--- src/rtl/pipe_addsub_lanes_if.sv ---
// Handshake and lane bus for pipe_addsub_lanes: producer-side operands,
// consumer-side results, flow control in both directions.
interface pipe_addsub_lanes_if #(
    parameter int W     = 12,
    parameter int LANES = 2
);
    logic               start;
    logic               in_ready;
    logic               mode;
    logic [LANES*W-1:0] a;
    logic [LANES*W-1:0] b;
    logic [LANES*W-1:0] y;
    logic [LANES-1:0]   ovf;
    logic               valid;
    logic               out_ready;
    logic               busy;

    modport master (
        output start, mode, a, b, out_ready,
        input  in_ready, y, ovf, valid, busy
    );

    modport slave (
        input  start, mode, a, b, out_ready,
        output in_ready, y, ovf, valid, busy
    );
endinterface

--- src/rtl/pipe_addsub_lanes.sv ---
// Multi-lane unsigned add/subtract pipeline, DEPTH stages, global stall on backpressure.
// Optional PIPE_ADDSUB_SAT_EN: lane results saturate instead of wrapping.
module pipe_addsub_lanes #(
    parameter int W     = 12,
    parameter int LANES = 2,
    parameter int DEPTH = 2
) (
    input logic                clk,
    input logic                rst,
    pipe_addsub_lanes_if.slave bus
);
    localparam int DW = LANES * W;

    logic             stall;
    logic [W:0]       lane_sum;
    logic [DW-1:0]    calc_y;
    logic [LANES-1:0] calc_ovf;
    logic [DW-1:0]    stage_y   [DEPTH];
    logic [LANES-1:0] stage_ovf [DEPTH];
    logic [DEPTH-1:0] stage_vld;

    assign stall = stage_vld[DEPTH-1] && !bus.out_ready;

    // Each lane is computed one bit wider so the top bit is carry (add) or borrow (sub).
    always_comb begin
        lane_sum = '0;
        calc_y   = '0;
        calc_ovf = '0;
        for (int i = 0; i < LANES; i++) begin
            if (bus.mode) begin
                lane_sum = {1'b0, bus.a[i*W +: W]} - {1'b0, bus.b[i*W +: W]};
            end else begin
                lane_sum = {1'b0, bus.a[i*W +: W]} + {1'b0, bus.b[i*W +: W]};
            end
            calc_ovf[i] = lane_sum[W];
`ifdef PIPE_ADDSUB_SAT_EN
            if (lane_sum[W]) begin
                calc_y[i*W +: W] = bus.mode ? {W{1'b0}} : {W{1'b1}};
            end else begin
                calc_y[i*W +: W] = lane_sum[W-1:0];
            end
`else
            calc_y[i*W +: W] = lane_sum[W-1:0];
`endif
        end
    end

    // Data registers only load behind a valid bit, so bubbles leave old data in place.
    always_ff @(posedge clk) begin
        if (rst) begin
            stage_vld <= '0;
            for (int s = 0; s < DEPTH; s++) begin
                stage_y[s]   <= '0;
                stage_ovf[s] <= '0;
            end
        end else if (!stall) begin
            stage_vld[0] <= bus.start;
            if (bus.start) begin
                stage_y[0]   <= calc_y;
                stage_ovf[0] <= calc_ovf;
            end
            for (int s = 1; s < DEPTH; s++) begin
                stage_vld[s] <= stage_vld[s-1];
                if (stage_vld[s-1]) begin
                    stage_y[s]   <= stage_y[s-1];
                    stage_ovf[s] <= stage_ovf[s-1];
                end
            end
        end
    end

    assign bus.in_ready = !stall;
    assign bus.y        = stage_y[DEPTH-1];
    assign bus.ovf      = stage_ovf[DEPTH-1];
    assign bus.valid    = stage_vld[DEPTH-1];
    assign bus.busy     = |stage_vld;
endmodule

--- src/flat_wrapper.sv ---
// flat-port wrapper written by rule: the top's interface ports become plain ports
module pipe_addsub_lanes_flat 
#(
    parameter int W     = 12,
    parameter int LANES = 2,
    parameter int DEPTH = 2
)
  (clk, rst, bus_start, bus_mode, bus_a, bus_b, bus_out_ready, bus_in_ready, bus_y, bus_ovf, bus_valid, bus_busy);
  pipe_addsub_lanes_if #(.W(W), .LANES(LANES)) bus_i ();
  input logic clk;
  input logic rst;
  input wire logic [$bits(bus_i.start)-1:0] bus_start;
  input wire logic [$bits(bus_i.mode)-1:0] bus_mode;
  input wire logic [$bits(bus_i.a)-1:0] bus_a;
  input wire logic [$bits(bus_i.b)-1:0] bus_b;
  input wire logic [$bits(bus_i.out_ready)-1:0] bus_out_ready;
  output wire logic [$bits(bus_i.in_ready)-1:0] bus_in_ready;
  output wire logic [$bits(bus_i.y)-1:0] bus_y;
  output wire logic [$bits(bus_i.ovf)-1:0] bus_ovf;
  output wire logic [$bits(bus_i.valid)-1:0] bus_valid;
  output wire logic [$bits(bus_i.busy)-1:0] bus_busy;
  assign bus_i.start = bus_start;
  assign bus_i.mode = bus_mode;
  assign bus_i.a = bus_a;
  assign bus_i.b = bus_b;
  assign bus_i.out_ready = bus_out_ready;
  assign bus_in_ready = bus_i.in_ready;
  assign bus_y = bus_i.y;
  assign bus_ovf = bus_i.ovf;
  assign bus_valid = bus_i.valid;
  assign bus_busy = bus_i.busy;
  pipe_addsub_lanes #(.W(W), .LANES(LANES), .DEPTH(DEPTH)) u_core (.clk(clk), .rst(rst), .bus(bus_i));
endmodule
--- config.mk ---
export PLATFORM = sky130hd
export DESIGN_NAME = pipe_addsub_lanes_flat
export DESIGN_NICKNAME = d
export VERILOG_FILES = /design/src/rtl/pipe_addsub_lanes_if.sv /design/src/rtl/pipe_addsub_lanes.sv /design/src/flat_wrapper.sv
export SDC_FILE = /design/constraint.sdc
export NUM_CORES = 1
export LEC_CHECK = 0
export CORE_UTILIZATION = 35
export CTS_CLUSTER_DIAMETER = 40
export DETAILED_ROUTE_END_ITERATION = 7
export PLACE_DENSITY = 0.62
export SYNTH_ARGS = -nofsm -noshare
export SYNTH_HDL_FRONTEND = slang
export SYNTH_SLANG_ARGS = --single-unit
--- constraint.sdc ---
create_clock -name clk -period 4 [get_ports clk]
set_input_delay 0.4 -clock clk [delete_from_list [all_inputs] [get_ports clk]]
set_output_delay 0.4 -clock clk [all_outputs]
set_load 0.02 [all_outputs]
==> flow_summary.yaml <==
outcome:
  outcome: "finished, final reports clean"
global_routing:
  grt_overflow_total: 0
  antenna_found_initial: 0
  grt_pass1_wl_mm: 12.5
  grt_use_total: 0.137
  grt_pass1_vias: 2603
  grt_max_degree: 37
flow_run:
  maxCapViolCount: 0
sta:
  worstMarginPinSlew_ps: 1170
  clock.fmax_mhz: 317
  post-route-period-util: 0.790
  timing.final.setup_violations: 0
  rsz0062_at_grt: "false"
  fin_tns_setup_ps: 0
  relSlewSlack: 0.222
  whs_ps: 507
  fin_ws_ps: 842
  finClkSkew_ps: 11.1
  maxSlewViolCount: 0
  hold_viol_final: 0
  period_needed_ps: 3160
clock_network:
  cts-root-buf: "clkbuf_8"
  htreeDepth: 2
  cts_buffer_depth: 2
  clock_latency_ps: 300
  hold_buffers: 0
  cts_buffers: 5
  cts.sinks: 54
  clk_pin_slew_ps: 100
  post-cts-setup-buffers: 0
  cts_tree: "done"
  post_cts_resized: 0
setup_path:
  crit_type: "primary input to flop"
  crit_required_ps: 4070
  crit_arrival_ps: 3230
  r2r_setup_slack_ps: 1920
  crit_start: "bus_b[16]"
  crit_path_end: "u_core.stage_ovf[0][1]"
  r2r_end: "u_core.stage_y[0][18]"
  startpoint_type: "primary input"
  reg2regPathDepth: 4
  path_max_fanout: 5
  crit_path_end_kind: "flop"
  r2r_start: "u_core.stage_vld[1]"
floorplanning:
  dieArea_um2: 11300
  initial_core_util: 0.364
  io_pins: 82
  die_x_um: 106
  coreArea_um2: 10400
  die_y_um: 106
  num_rows: 37
synth:
  seq_area_frac_synth: 0.422
  netlist_instances: 381
  ys_ff_latch: 54
  syn_area_um2: 3790
  avgSynthCellArea_um2: 9.95
  synth_cell_type_count: 43
  yosys_warnings: 0
  synth_edf_count: 52
  async_flop_share: 0
  synth_fp_nets: 462
  synthFlopType: "edfxtp_1"
pwr:
  leakage_nw: 1.84
  p_per_area_nw_per_um2: 341
  peakVddDrop_v: 0.000154
  p_total_mw: 1.59
drt:
  wl_per_cell_um: 12.9
  drc: 0
  highest_layer: "met4"
  vias_per_cell: 4.72
  drt_first_pass_iters: 4
  met1_length_mm: 3.99
  first_iter_violations: 117
  routed_wl_mm: 7.37
  wl_met3_um: 259
  vias: 2699
  drt.antenna.violating_nets: 0
  wl_met2_mm: 2.99
layout:
  fin_nets: 516
  fin_area_um2: 4670
  post-route-util: 0.448
  drive_above_1_share: 0.0275
  antenna_cells: 0
  finalNonFillerCells: 572
  area_growth_pct: 23.0
worst_hold_path:
  hold_class: "flop to flop"
place:
  dpl-instance-area_um2: 4550
  portBuffers: 81
  dp.cells: 564
  pre_cts_ws_ps: 541
  hpwlAfterDp_mm: 5.89
  gp_congestion: 0.879
cell usage in the layout (no fill, tap or decap), types with 3 or more instances in the layout:
cell	Yosys	final
edfxtp_1	52	52
nor3_1	19	19
nand4_1	3	3
inv_1	14	14
a21o_1	14	14
xor2_1	6	6
and2_1	28	28
nand3_1	5	5
ha_1	26	26
clkbuf_8	0	6
o21ai_0	5	5
o211ai_1	3	3
nand2b_1	6	6
nor4_1	4	4
o21ai_1	7	7
xnor2_1	21	21
a211oi_1	7	7
a31oi_1	6	6
nand2_1	14	14
o21a_1	11	11
nor2_1	42	42
a21oi_1	20	20
nor2b_1	5	5
clkdlybuf4s50_1	0	81
mux2i_1	5	5
cell families (layout without fill, tap and decap cells):
| kind of cell | count (synthesis) | after routing | share of synthesized area |
|---|---|---|---|
| flops | 54 | 54 | 0.422 |
| compound gates | 81 | 81 | 0.141 |
| mux | 5 | 5 | 0.0132 |
| xor+xnor | 27 | 27 | 0.0624 |
| simple gates | 137 | 137 | 0.190 |
| buf+inv | 49 | 104 | 0.0749 |
| fa+ha+maj | 28 | 28 | 0.0963 |
metal layers:
layer,vias to the layer above,GRT usage
met5,-,0
met4,0,0.0437
met3,9,0.0153
met2,64,0.199
met1,1174,0.212
li1,1452,-
area by class of cell:
type	instances	area, um^2
fill	1035	5750
multi-input combinational	278	1910
timing repair buffer	82	818
inverter	14	52.6
clock inverter	1	30.0
sequential	54	1600
clock buffer	7	86.3
tap	136	170
synthesized netlist by cell type (6+ instances only):
cell	number	area [um^2]
a21o_1	14	105
nor2_1	42	158
nand2b_1	6	37.5
o21a_1	11	82.6
xor2_1	6	52.6
o21ai_1	7	35.0
a211oi_1	7	52.6
clkbuf_1	7	26.3
inv_1	14	52.6
xnor2_1	21	184
a31oi_1	6	37.5
edfxtp_1	52	1560
and2_1	28	175
nor3_1	19	95.1
buf_4	26	195
ha_1	26	325
a21oi_1	20	100
nand2_1	14	52.6
worst min path at each step:
stage,from,endpoint,slack [ps],cells past startpoint
floorplan,u_core.stage_vld[0],u_core.stage_vld[0],470,2
global placement,u_core.stage_vld[0],u_core.stage_vld[0],490,2
detailed placement,u_core.stage_vld[0],u_core.stage_vld[0],490,2
CTS,u_core.stage_vld[0],u_core.stage_vld[0],510,2
global route,u_core.stage_vld[0],u_core.stage_vld[0],540,2
finish,u_core.stage_vld[0],u_core.stage_vld[0],510,2
registers in the layout, indices dropped and copies added, names as in the netlist:
| signal | flops |
|---|---|
| u_core.stage_ovf | 4 |
| u_core.stage_vld | 2 |
| u_core.stage_y | 48 |
worst max-delay path, stage by stage:
cell             delay, ps
clkdlybuf4s50_1        490
or4_4                  570
nor3_4                 200
a21oi_1                110
xnor2_1                170
ha_1                   350
and3_1                 230
a221o_1                360
a21oi_1                140
nand2_1                 80
mux2i_1                110
where the power goes:
group	switching (mW)	internal [mW]	total (mW)
clock	0.168	0.204	0.373
sequential	0.0119	0.691	0.703
combinational	0.273	0.242	0.516
(Power assumes the default switching activity.)
